File: src/rtl/joypad_emu.sv
// joypad_emu: debounced buttons presented as a NES-style serial controller on latch/clock wires
module joypad_emu #(
  parameter int DB_LIMIT = 250000,
  parameter int DB_CNT_W = 18
) (
  input  logic       clk_in,
  input  logic       rst_in,
  input  logic [7:0] btn_n_in,
  input  logic       jp_latch_in,
  input  logic       jp_clk_in,
  output logic       jp_data_out,
  output logic [7:0] btn_state_out,
  output logic       frame_strobe_out
);
  localparam logic [DB_CNT_W-1:0] db_max = DB_CNT_W'(DB_LIMIT - 1);
  logic [2:0] lat_s;
  logic [2:0] clk_s;
  logic [7:0] btn_s1, btn_s2;
  logic [DB_CNT_W-1:0] cnt [8];
  logic [7:0] sr;
  logic clk_rise;
  assign clk_rise = clk_s[1] & ~clk_s[2];
  assign frame_strobe_out = ~lat_s[1] & lat_s[2];
  assign jp_data_out = sr[0];
  // sync chains reset to the idle level of each wire so release never looks like an edge or press
  always_ff @(posedge clk_in) begin
    if (rst_in) begin
      lat_s <= 3'b000;
      clk_s <= 3'b111;
      btn_s1 <= 8'hFF;
      btn_s2 <= 8'hFF;
    end else begin
      lat_s <= {lat_s[1:0], jp_latch_in};
      clk_s <= {clk_s[1:0], jp_clk_in};
      btn_s1 <= btn_n_in;
      btn_s2 <= btn_s1;
    end
  end
  always_ff @(posedge clk_in) begin
    if (rst_in) begin
      btn_state_out <= 8'h00;
      for (int j = 0; j < 8; j++) cnt[j] <= '0;
    end else begin
      for (int j = 0; j < 8; j++) begin
        if (btn_state_out[j] == ~btn_s2[j]) cnt[j] <= '0;
        else if (cnt[j] == db_max) begin
          btn_state_out[j] <= ~btn_state_out[j];
          cnt[j] <= '0;
        end else cnt[j] <= cnt[j] + 1'b1;
      end
    end
  end
  // latch high overrides any clock edge; zeros shift in so overrun reads as "pressed"
  always_ff @(posedge clk_in) begin
    if (rst_in) sr <= 8'hFF;
    else if (lat_s[1]) sr <= ~btn_state_out;
    else if (clk_rise) sr <= {1'b0, sr[7:1]};
  end
endmodule

File: config.mk
export PLATFORM = sky130hd
export DESIGN_NAME = joypad_emu
export DESIGN_NICKNAME = d
export VERILOG_FILES = /design/src/rtl/joypad_emu.sv
export SDC_FILE = /design/constraint.sdc
export NUM_CORES = 1
export LEC_CHECK = 0
export ABC_AREA = 1
export BUFFER_PORTS_ARGS = -buffer_cell sky130_fd_sc_hd__buf_4
export CAP_MARGIN = 20
export CELL_PAD_IN_SITES_DETAIL_PLACEMENT = 0
export CELL_PAD_IN_SITES_GLOBAL_PLACEMENT = 1
export CORE_ASPECT_RATIO = 0.75
export CORE_MARGIN = 4
export CORE_UTILIZATION = 36
export CTS_CLUSTER_DIAMETER = 50
export CTS_CLUSTER_SIZE = 14
export DETAILED_ROUTE_END_ITERATION = 7
export MAX_ROUTING_LAYER = met4
export PLACE_DENSITY_LB_ADDON = 0.3
export SLEW_MARGIN = 10
export SYNTH_ARGS = -nofsm -noshare
export SYNTH_HDL_FRONTEND = slang
export SYNTH_SLANG_ARGS = --single-unit
File: constraint.sdc
create_clock -name clk_in -period 1.44 [get_ports clk_in]
set_input_delay 0.432 -clock clk_in [delete_from_list [all_inputs] [get_ports clk_in]]
set_output_delay 0.432 -clock clk_in [all_outputs]
set_load 0.02 [all_outputs]
# After elaboration in Yosys (flattened, before gate mapping)
# Memory sizes are Yosys's and may differ from the RTL's.
# Index checks and enable logic that the tools add are counted.
# W data, S select, Z words.
# totals
reg_bits	38
mem_bits_rw	144
input_bits	12
out_inout_bits	10
elab_cells	216
memories	1
# mem_list
name	words	width	rd	rd_ports_with_merged_regs	wr	line_no	source
cnt	8	18	8	0	8	19	logic [DB_CNT_W-1:0] cnt [8];
# op_classes
add_sub_neg	8
eq_ne	16
n_mux	116
n_bitwise	53
reduce_logical	9
# op_table
operator	n
$mux W18	24
$add A18 B1 Y18 const B	8
$eq A18 B18 Y1 const B	8
$mux W1	90
$not A1 Y1	26
$or A1 B1 Y1	24
$mux W8	2
$reduce_and A2 Y1	8
$eq A1 B1 Y1	8
$not A8 Y8	1
$and A1 B1 Y1	2
$reduce_bool A2 Y1	1

# Longest topological paths before layout
# logic_depth
ltp_word	8
ltp_mapped	9

# Worst setup path before layout
# OpenSTA, ideal clock, no wires.
# synth_path
path_type	reg-to-reg
startpoint	memory cnt[4][0] (netlist: cnt[1][0])
endpoint	memory cnt[4][6] (netlist: cnt[1][6]), data pin
setup_time_ps	255
arrival_ps	1321
required_ps	1185
path_slack_ps	-136
path_stages_with_launch	10
cell_sequence	edfxtp_1 ha_1 nand2_2 nor2_4 nand2_1 nor2_1 nand2_1 nand2_4 buf_8 nor2_2
# synth_lines
item	line_no
from (decl)	19

==> run_results.csv <==
group,metric,value,unit
outcome,violations,"negative setup slack",
synthesis,synth_flop_cell,"edfxtp_1",
synthesis,synth_warnings,0,
timing,slew_violations,0,
detailed_routing,wirelength,25300,um
synthesis,yosys.area_share.simple,32.44,%
power_and_ir_drop,irDropWorstVdd,0.9049,mV
finish,area_growth,49.83,%
finish,drive_gt1_share,36.72,%
floorplanning,start_util,37.08,%
synthesis,synth-async-reset-ratio,0,%
timing,worst_pin_slew,0.6782,ns
detailed_routing,detail-route-antenna-nets,0,
cts,cts.clk_slew.worst_paths,0.07,ns
worst_setup_path,r2r_slack,-0.12,ns
synthesis,synth-compound-area-share,6.334,%
global_route,grt_overflow,0,
worst_setup_path,cpMostUsedCell,"nor2_4",
detailed_routing,dr.pass1.iters,5,
worst_setup_path,endpoint_kind,"flip-flop",
worst_setup_path,cp_slowest_cell,"edfxtp_1",
outcome,outcome,"finished, violations left",
cts,htreeDepth,4,
synthesis,synth_edf_count,144,
synthesis,ys_top_cells_by_area,"edfxtp_1 43%, nand2_1 11%, nor2_1 9.2%",
finish,antennaDiodeCount,0,
synthesis,synthDistinctLibCells,36,
finish,ff_latch_area,5111,um^2
worst_setup_path,cp_num_buf_inv,0,
placement,place_ws,-0.2393,ns
synthesis,yosysSeqAreaShare,50.18,%
floorplanning,die_h,153.3,um
cts,cts_sinks,182,
synthesis,syn_area,10130,um^2
cts,cts_made_buffers,17,
timing,relSlewSlack,54.74,%
detailed_routing,via_count,9141,
floorplanning,fp.dieW,201.7,um
global_route,grt_pass1_vias,8601,
worst_setup_path,critical_path_class,"flip-flop to flip-flop",
cts,cts_root_buffer,"clkbuf_16",
finish,fillers,2496,
worst_setup_path,max_stage_delay,0.42,ns
job,drv_cap,0,
timing,rsz0062_at_grt,"true",
power_and_ir_drop,p_per_area,784.6,nW/um^2
floorplanning,dieArea,30930,um^2
synthesis,synth-xor-area-share,3.717,%
synthesis,synthCells,1261,
synthesis,synth_top_family_by_area,"simple AND/OR/NAND/NOR gates",
global_route,antenna_found_initial,0,
global_route,grt_max_degree,25,
floorplanning,core_area,27330,um^2
detailed_routing,drcViolationCount,0,
power_and_ir_drop,leakagePower,5.996,nW
timing,fmaxAchievable,0.6394,GHz
worst_setup_path,startpoint_type,"flip-flop",
timing,hold_viol,0,
worst_setup_path,cp_top_family,"simple AND/OR/NAND/NOR gates",
cts,insertion_delay,0.44,ns
detailed_routing,drt_iter0_drc,422,
finish,post-route-util,55.56,%
floorplanning,row_count,52,
timing,fin_ws,-0.1240,ns
timing,fin_skew,0.01127,ns
synthesis,synth_top_cell_by_area,"edfxtp_1",
detailed_routing,wl_per_cell,12.44,um
global_route,grt_pass1_wl,40630,um
synthesis,avgSynthCellArea,8.036,um^2
worst_setup_path,crit_arrival,1.75,ns
timing,fin_crit_sh,108.6,%
synthesis,synth.area.mux_share,0,%
synthesis,synth_top_area_share,42.67,%
floorplanning,io_pins,22,
detailed_routing,viasPerCell,4.494,
synthesis,yosysMostFrequentCell,"nand2_1",
worst_setup_path,critical_path_required,1.63,ns
worst_setup_path,path_cells,"ha_4 > nand2_4 > nor2_4 > nand2_2 > nor2_4 > nand2_8 > nand2_8 > nor2_4",
finish,nets,1690,
finish,multiInputGateArea,6449,um^2
timing,layout_min_cycle_time,1.564,ns
placement,numPortBuffers,21,
timing,setup_viol,150,
placement,gp_congestion,0.8542,
worst_setup_path,cp_max_fo,5,
global_route,track_usage,16.26,%
synthesis,ys_top_cells_by_count,"310 x nand2_1, 249 x nor2_1, 144 x edfxtp_1",
cts,cts-hold-fix-buffers,0,
cts,cts_tree,"yes",
hold_path,min_path_type,"input port to flip-flop",
placement,post-dp-hpwl,16700,um
cts,clk_path_buf_depth,2,
synthesis,synthAdderAreaFrac,0.9878,%
synthesis,synth-seq-cells,182,
[cells in the final DEF (no fill, tap or decap), drive strengths merged, types with 2 or more instances in the layout]
cell type / n
conb: 144
a21oi: 81
clkbuf: 25
o211ai: 5
o21ai: 31
ha: 8
clkinv: 2
edfxtp: 144
inv: 147
nand4: 23
dfxtp: 38
nor3: 9
nand2: 336
or2: 35
buf: 242
xnor2: 14
bufinv: 2
nor2: 280
xor2: 29
nand3b: 4
nand3: 81
[metrics by stage]
stage	total power [W]	cells	instance area (um^2)	hold WS [ns]	TNS, ns
final	0.01191	2034	15180	0.1694	-11.82
after global routing	0.01245	2034	15180	0.1562	-22.69
after CTS	0.01190	2012	14140	0.1484	-10.13
after detailed placement	0.006974	1944	12650	0.3983	-19.49
after global placement	0.006960	1944	12650	0.3928	-16.71
after floorplan	0.006599	1404	10770	0.3883	-8.029
[area by class of cell]
type | count | area share, %
Clock buffer | 20 | 2.942
Clock inverter | 12 | 0.9147
Inverter | 139 | 3.436
Multi-Input combinational cell | 1083 | 42.47
Sequential cell | 182 | 33.66
Tap cell | 351 | 2.892
Timing Repair Buffer | 247 | 13.68
[layer usage]
layer | up-vias | GRT usage (%) | routed length (um)
met5 | - | - | 0
met4 | 0 | 3.578 | 252
met3 | 23 | 2.690 | 714
met2 | 115 | 24.00 | 11350
met1 | 4194 | 23.62 | 12990
li1 | 4809 | - | -
[logic make-up (layout without fill, tap and decap cells)]
logic type | count (synthesis) | after routing
simple gates | 755 | 768
flops | 182 | 182
compound gates | 120 | 120
xor+xnor | 43 | 43
other cells | 1 | 144
buf+inv | 152 | 418
fa+ha+maj | 8 | 8
[final timing paths]
kind,cells past startpoint,to,from
setup / recovery,8,cnt[1][59]$_SDFFCE_PP0P_,cnt[1][55]$_SDFFCE_PP0P_
hold / removal,2,btn_s1[0]$_SDFF_PP1_,btn_n_in[0]
setup reg to reg,8,cnt[1][59]$_SDFFCE_PP0P_,cnt[1][55]$_SDFFCE_PP0P_
hold reg to reg,2,lat_s[1]$_SDFF_PP0_,lat_s[0]$_SDFF_PP0_
[sequential cells by signal, summed over array words and instances, names as in the netlist]
register and cells:
btn_s1 8, btn_s2 8, btn_state_out 8, clk_s 3
cnt 144, lat_s 3, sr 8
[what timing repair did]
action | 4_1_cts | 5_1_grt
endpoints found under the setup margin | 156 | 154
cloned | 13 | 7
pin swaps | 26 | 40
setup buffers | 25 | 17
gates resized for setup | 160 | 196
endpoints found under the hold margin | 0 | 0
[power breakdown]
group          internal, W  leakage [nW]  switching [W]  total, W
clock              0.00264         0.291        0.00217   0.00481
combinational     0.000457          3.90       0.000611   0.00107
sequential         0.00587          1.81       0.000162   0.00603
total              0.00897          6.00        0.00294    0.0119
[worst reg2reg max path, cell delays in order, from the launching register on]
cell and delay (ns):
edfxtp_1 0.42, ha_4 0.18, nand2_4 0.06, nor2_4 0.12, nand2_2 0.09, nor2_4 0.14
nand2_8 0.14, nand2_8 0.13, nor2_4 0.04
Note: power is estimated with default switching activity, not from simulation.
